==> src/rtl/cmd_frame_decoder.sv <==
// rtl/cmd_frame_decoder.sv - frame to address/data decoder with command FIFO
// Holds one command in the output register plus up to DEPTH more in a FIFO behind it.
module cmd_frame_decoder #(
  parameter int ADDR_W   = 4,
  parameter int DATA_W   = 4,
  parameter int DEPTH    = 4,
  parameter int ADDR_MSB = 1,
  parameter int ADDR_MAX = 2**ADDR_W-1,
  localparam int FRAME_W = ADDR_W+DATA_W,
  localparam int LVL_W   = $clog2(DEPTH+2)
) (
  input  logic               clk,
  input  logic               rst,
  input  logic [FRAME_W-1:0] frame,
  input  logic               frame_valid,
  input  logic               ack,
  input  logic               clr_ovf,
  output logic [ADDR_W-1:0]  address,
  output logic [DATA_W-1:0]  data,
  output logic               valid,
  output logic [LVL_W-1:0]   level,
  output logic               overflow,
  output logic               addr_err
);
  localparam int PTR_W = $clog2(DEPTH);
  localparam int CNT_W = $clog2(DEPTH+1);
  localparam logic [ADDR_W:0] L_ADDR_MAX = (ADDR_W+1)'(ADDR_MAX);

  typedef enum logic {ST_EMPTY, ST_HOLD} state_t;
  state_t r_state, w_state_next;

  logic [ADDR_W-1:0]  w_addr;
  logic [DATA_W-1:0]  w_data;
  logic [FRAME_W-1:0] r_mem [DEPTH];
  logic [PTR_W-1:0]   r_wr_ptr, r_rd_ptr;
  logic [CNT_W-1:0]   r_count;
  logic [ADDR_W-1:0]  r_address;
  logic [DATA_W-1:0]  r_data;
  logic [LVL_W-1:0]   r_level;
  logic               r_overflow, r_addr_err;
  logic               w_addr_ok, w_legal, w_pop, w_full, w_accept, w_drop;
  logic               w_load_frame, w_load_fifo, w_push;
  logic [FRAME_W-1:0] w_head;

  generate
    if (ADDR_MSB != 0) begin : g_addr_hi
      assign w_addr = frame[FRAME_W-1 -: ADDR_W];
      assign w_data = frame[DATA_W-1:0];
    end else begin : g_addr_lo
      assign w_addr = frame[ADDR_W-1:0];
      assign w_data = frame[FRAME_W-1 -: DATA_W];
    end
  endgenerate

  // Address legality is judged before capacity, so a rejected frame never counts as overflow.
  assign w_addr_ok = {1'b0, w_addr} <= L_ADDR_MAX;
  assign w_legal   = frame_valid & w_addr_ok;
  assign w_pop     = (r_state == ST_HOLD) & ack;
  assign w_full    = (r_state == ST_HOLD) & (r_count == CNT_W'(DEPTH));
  assign w_accept  = w_legal & (~w_full | w_pop);
  assign w_drop    = w_legal & w_full & ~w_pop;
  assign w_head    = r_mem[r_rd_ptr];

  always_ff @(posedge clk or negedge rst) begin
    if (!rst) r_state <= ST_EMPTY;
    else      r_state <= w_state_next;
  end

  always_comb begin
    w_state_next = r_state;
    w_load_frame = 1'b0;
    w_load_fifo  = 1'b0;
    w_push       = 1'b0;
    case (r_state)
      ST_EMPTY: begin
        if (w_accept) begin
          w_load_frame = 1'b1;
          w_state_next = ST_HOLD;
        end
      end
      ST_HOLD: begin
        if (w_pop) begin
          if (r_count != '0) begin
            w_load_fifo = 1'b1;
            w_push      = w_accept;
          end else if (w_accept) begin
            w_load_frame = 1'b1;
          end else begin
            w_state_next = ST_EMPTY;
          end
        end else begin
          w_push = w_accept;
        end
      end
      default: w_state_next = ST_EMPTY;
    endcase
  end

  // Storage array carries no reset; pointers and count define which entries are live.
  always_ff @(posedge clk) begin
    if (w_push) r_mem[r_wr_ptr] <= {w_addr, w_data};
  end

  always_ff @(posedge clk or negedge rst) begin
    if (!rst) begin
      r_wr_ptr   <= '0;
      r_rd_ptr   <= '0;
      r_count    <= '0;
      r_address  <= '0;
      r_data     <= '0;
      r_level    <= '0;
      r_overflow <= 1'b0;
      r_addr_err <= 1'b0;
    end else begin
      if (w_push)      r_wr_ptr <= r_wr_ptr + PTR_W'(1);
      if (w_load_fifo) r_rd_ptr <= r_rd_ptr + PTR_W'(1);
      if (w_push && !w_load_fifo)      r_count <= r_count + CNT_W'(1);
      else if (!w_push && w_load_fifo) r_count <= r_count - CNT_W'(1);
      if (w_load_frame) begin
        r_address <= w_addr;
        r_data    <= w_data;
      end else if (w_load_fifo) begin
        {r_address, r_data} <= w_head;
      end
      if (w_accept && !w_pop)      r_level <= r_level + LVL_W'(1);
      else if (!w_accept && w_pop) r_level <= r_level - LVL_W'(1);
      if (w_drop)       r_overflow <= 1'b1;
      else if (clr_ovf) r_overflow <= 1'b0;
      r_addr_err <= frame_valid & ~w_addr_ok;
    end
  end

  assign address  = r_address;
  assign data     = r_data;
  assign valid    = (r_state == ST_HOLD);
  assign level    = r_level;
  assign overflow = r_overflow;
  assign addr_err = r_addr_err;

endmodule
==> config.mk <==
export PLATFORM = sky130hd
export DESIGN_NAME = cmd_frame_decoder
export DESIGN_NICKNAME = d
export VERILOG_FILES = /design/src/rtl/cmd_frame_decoder.sv
export SDC_FILE = /design/constraint.sdc
export NUM_CORES = 1
export LEC_CHECK = 0
export CAP_MARGIN = 20
export CORE_MARGIN = 8
export CORE_UTILIZATION = 35
export DETAILED_ROUTE_END_ITERATION = 8
export PLACE_DENSITY = 0.56
export SLEW_MARGIN = 20
export SYNTH_ARGS = -nofsm -noshare
export SYNTH_HDL_FRONTEND = slang
export SYNTH_SLANG_ARGS = --single-unit
==> constraint.sdc <==
create_clock -name clk -period 2.85 [get_ports clk]
set_input_delay 0.285 -clock clk [delete_from_list [all_inputs] [get_ports clk]]
set_output_delay 0.285 -clock clk [all_outputs]
set_load 0.01 [all_outputs]
Word-level counts from Yosys, hierarchy flattened
Memories as Yosys holds them, arrays and structs flattened.
Cells that the tools add are included.
Widths: inputs -> output; s select.
{"block": "word_totals", "output_inout_bits": 14, "inputBits": 13, "mem_count": 1, "mem_bits_rw": 32, "ff_bits": 20, "elab_cells": 63}
{"memory": "r_mem", "depth": 4, "word_bits": 8, "rd": 1, "rd_ports_with_merged_regs": 0, "write_ports": 1, "line": "34", "source": "logic [FRAME_W-1:0] r_mem [DEPTH];"}
{"block": "classes", "muxes": 25, "reduce_logical": 13, "n_addsub": 6, "n_eq_ne": 1, "bitwise_logic": 9}
{"op": "$mux 4", "count": 4}
{"op": "$mux 1", "count": 15}
{"op": "$mux 3", "count": 4}
{"op": "$reduce_bool 2->1", "count": 4}
{"op": "$add 3x1->3 const B", "count": 2}
{"op": "$sub 3x1->3 const B", "count": 2}
{"op": "$and 1x1->1", "count": 5}
{"op": "$add 2x1->2 const B", "count": 2}
{"op": "$logic_and 1x1->1", "count": 4}
{"op": "$logic_not 1->1", "count": 4}
{"op": "$pmux 1 s2", "count": 2}
{"op": "$eq 3x3->1 const B", "count": 1}
{"op": "$not 1->1", "count": 3}
{"op": "$reduce_bool 3->1", "count": 1}
{"op": "$or 1x1->1", "count": 1}

Logic depth before layout (Yosys ltp)
{"block": "depth", "ltp_word": 12, "ltp_mapped": 10, "mapped_depth_nobuf": 8}

Least setup slack after synthesis
Ideal clock, no wire load.
{"block": "synth_path", "kind": "reg2reg", "startpoint": "register r_count[2]", "endpoint": "register r_count[2]", "arrival_ns": 2.031, "path_stages_with_launch": 11, "n_path_buf": 2, "setup_time_ns": 0.079, "required_time_ns": 2.771, "path_slack_ns": 0.739, "period_less_slack_ns": 2.111, "path_cell_list": "dfrtp_1 buf_6 o311a_2 buf_2 inv_1 ha_1 inv_1 fa_1 xor2_1 nor2_1 xor2_1"}
{"block": "synth_via", "elab_chain_len": 11, "elab_cells_between_ends": 21, "classes_between": "2 x add/sub; 1 x eq/ne; 8 x mux; 4 x bitwise; 6 x reduce/logical"}
{"item": "start: declaration", "line": "36", "source": "logic [CNT_W-1:0] r_count;"}
{"item": "start signal: assignment", "line": "117", "source": "if (w_push && !w_load_fifo) r_count <= r_count + CNT_W'(1);"}
{"item": "start signal: assignment", "line": "118", "source": "else if (!w_push && w_load_fifo) r_count <= r_count - CNT_W'(1);"}
{"item": "$eq 3x3->1", "line": "59", "source": "assign w_full = (r_state == ST_HOLD) & (r_count == CNT_W'(DEPTH));"}
{"item": "$and 1x1->1", "line": "59"}
{"item": "$not 1->1", "line": "60", "source": "assign w_accept = w_legal & (~w_full | w_pop);"}
{"item": "$or 1x1->1", "line": "60"}
{"item": "$and 1x1->1", "line": "60"}
{"item": "$mux 1", "line": "83", "source": "if (r_count != '0) begin"}
{"item": "$mux 1", "line": "82", "source": "if (w_pop) begin"}
{"item": "$mux 1", "line": "74", "source": "case (r_state)"}
{"item": "$logic_not 1->1", "line": "118"}
{"item": "$logic_and 1x1->1", "line": "118"}
{"item": "$reduce_bool 2->1 (no source line)"}
Several ways; a longest one is shown, not always the timed one. The select of a mux whose other input is x is not followed.
A chain may end at the register's enable or synchronous reset.

Worst setup path after layout
Ends and elaborated chain as after synthesis.

==> impl_metrics.tcl <==
set metrics [dict create \
    io_pins 27 \
    dr.first_iter.drc_count 47 \
    finClkSkew_ps 10.37 \
    p_per_area_nw_per_um2 972.0 \
    end_kind "register" \
    vias 1185 \
    nFillCells 577 \
    yosys_warnings 0 \
    grt_max_degree 21 \
    slew_headroom_pct 61.91 \
    area_delta_synth_final_pct 18.27 \
    synth_top_area_share_pct 43.17 \
    antennaDiodeCount 0 \
    synth_cell_types 31 \
    ys_ff_latch 52 \
    synth_top_area_cell "edfxtp_1" \
    crit_type "register to register" \
    dp_hpwl_mm 2.928 \
    dp.cells 231 \
    clk_pin_slew_ps 90 \
    worstPathMaxFanout 11 \
    p_comb_share_pct 35.3 \
    finalCriticalPeriod_ps 2202 \
    ctsHoldBuffers 0 \
    synth_compound_area_share_pct 6.296 \
    hold_class "primary input to asynchronous set/reset pin" \
    antenna_found_initial 0 \
    seq_area_frac_synth_pct 65.65 \
    syn_area_sq_um 2226 \
    power_frac_seq_pct 49.0 \
    period_share_pct 77.27 \
    tritoncts "yes" \
    post_drt_via_cell_ratio 4.958 \
    rows 29 \
    critPathArrivalTime_ps 2430 \
    yosys_most_used_dff "edfxtp_1" \
    cap_violations 0 \
    synth_top_family_by_area "multiplexers" \
    wl_per_cell_um 17.78 \
    power.internal_mw 1.738 \
    power_switching_mw 0.8206 \
    htreeDepth 2 \
    synthArstFlopShare_pct 38.46 \
    synth_xor_area_share_pct 3.935 \
    synth_edf_count 32 \
    dieArea_sq_um 9167 \
    timing.fmax_mhz 454.1 \
    setup_viol 0 \
    avgSynthCellArea_sq_um 16.86 \
    drive_gt1_share_pct 12.96 \
    place.gp.congestion 0.7603 \
    swShare_pct 32.07 \
    cts_buffers 5 \
    synthAdderAreaFrac_pct 5.171 \
    fin_cells 239 \
    slew_viol_final 0 \
    coreArea_sq_um 6241 \
    cts_buffer_depth 2 \
    synth_area_leaders "edfxtp_1, dfrtp_1, mux4_2" \
    ant_nets 0 \
    hold_violations 0 \
    critPathLaunchType "register" \
    vdd_ir_drop_max_mv 0.4371 \
    drc 0 \
    rsz0062_at_grt "false" \
    nets 182 \
    grt_util_all_layers_pct 10.11 \
    syn_inst 132 \
    grt_pass1_vias 1329 \
    cp.required_ps 3080 \
    syn-num-nets 153 \
    pwr-share-clk_pct 15.7 \
    worst_pin_slew_ps 571.3 \
    synthMuxAreaShare_pct 9.949 \
    leakagePower_nw 0.9760 \
    cts-root-buf "clkbuf_8" \
    start_util_pct 35.67 \
    setup_tns_ps 0 \
    clock_latency_ps 310 \
    die_y_um 95.75 \
    cts_resized 0 \
    synthSimpleGateAreaFrac_pct 5.902 \
    grt_pass1_wl_mm 6.803 \
    overflow 0 \
    postRouteWirelength_mm 4.250 \
    cts_sinks 52 \
    port_buffers 25 \
    postCtsSetupBuffers 0 \
    dieWidth_um 95.75 \
    drt_pre_antenna_iters 4 \
    outcome "complete, no violations" \
]
## through the flow
stage	util [%]	instance area [sq um]	setup WS (ps)	hold WS (ps)	power, mW
2_1_floorplan	-	2226	739.4	-10.59	1.837
3_3_place_gp	40.84	2549	539.9	458.8	2.144
3_5_place_dp	40.84	2549	451.1	471.4	2.204
4_1_cts	42.18	2633	625.8	326.1	2.601
5_1_grt	42.18	2633	471.6	345.3	2.733
6_report	42.18	2633	647.7	313.5	2.559
## final cells by class
type	instances	area (sq um)	share of cell area (%)
Clock buffer	6	72.57	2.757
Clock inverter	2	11.26	0.4278
Inverter	7	26.28	0.9981
Multi-Input combinational cell	68	699.4	26.57
Sequential cell	52	1461	55.51
Tap cell	77	96.34	3.660
Timing Repair Buffer	27	265.3	10.08
## cell usage in the layout, fill, tap and decap left out
cell type	instances
or4b_4	1
a21oi_1	1
ha_1	6
clkbuf_1	1
buf_4	2
a221o_2	1
a31oi_1	1
edfxtp_1	32
nor2_1	3
and2_1	4
o21ai_0	1
dfrtp_1	20
a21o_1	1
fa_1	2
clkbuf_8	5
nor2b_1	1
inv_1	7
mux4_2	6
and2_0	8
xnor2_1	4
mux4_1	2
o31ai_1	1
nand2_1	5
a21oi_4	1
nand4_1	1
conb_1	1
o311a_2	1
clkinv_1	1
clkdlybuf4s50_1	25
xor2_1	6
clkinvlp_4	1
mux2_2	3
a221o_1	7
## power by group through the flow
stage	Clock [mW]	Combinational [mW]	Sequential, mW
4_1_cts	0.408	0.930	1.26
3_5_place_dp	0	0.922	1.28
2_1_floorplan	0	0.633	1.20
6_report	0.402	0.903	1.25
5_1_grt	0.434	1.00	1.30
3_3_place_gp	0	0.883	1.26
## registers in the layout, summed over array words and instances, names as in the netlist
| name | cells |
|---|---|
| r_mem | 32 |
| address | 4 |
| data | 4 |
| level | 3 |
| r_count | 3 |
| r_rd_ptr | 2 |
| r_wr_ptr | 2 |
| overflow | 1 |
| valid | 1 |
## path summary, 6_finish.rpt
path                       slack [ps]  depth (start not counted)           to       start
hold reg to reg                   480                          1     level[2]    level[2]
hold / removal                    310                          2  r_rd_ptr[1]         rst
min in group clk                  480                          1     level[2]    level[2]
setup / recovery                  650                          8   r_count[2]  r_count[2]
setup reg to reg                  650                          8   r_count[2]  r_count[2]
max in group asynchronous        2310                          2   address[0]         rst
## logic make-up (layout without fill, tap and decap cells)
| logic type | Yosys count | after routing |
|---|---|---|
| DFF | 52 | 52 |
| and+or+nand+nor | 23 | 23 |
| AOI/OAI and AO/OA | 15 | 15 |
| buffers and inverters | 12 | 42 |
| muxes | 11 | 11 |
| xor gates and xnor gates | 10 | 10 |
| adders and majority gates | 8 | 8 |
| other | 1 | 1 |
## per-layer routing
metal	up-vias	global-route usage [%]	wire, um
met1	606	11.45	1780
met2	24	17.83	2243
met4	0	3.713	57
met5	-	0	0
met3	6	2.730	169
li1	549	-	-
## cells in the mapped netlist (2+ instances only)
cell,n
edfxtp_1,32
dfrtp_1,20
and2_0,8
a221o_1,7
inv_1,7
ha_1,6
mux4_2,6
xor2_1,6
nand2_1,5
and2_1,4
xnor2_1,4
mux2_2,3
nor2_1,3
buf_6,2
fa_1,2
mux4_1,2
## critical path: stages (launching register included)
cell and delay (ps):
dfrtp_1 480, o311a_2 540, inv_1 90, ha_1 180, inv_1 60, fa_1 370, xor2_1 150, nor2_1 110
xor2_1 150
Power figures use the tool's default switching activity.
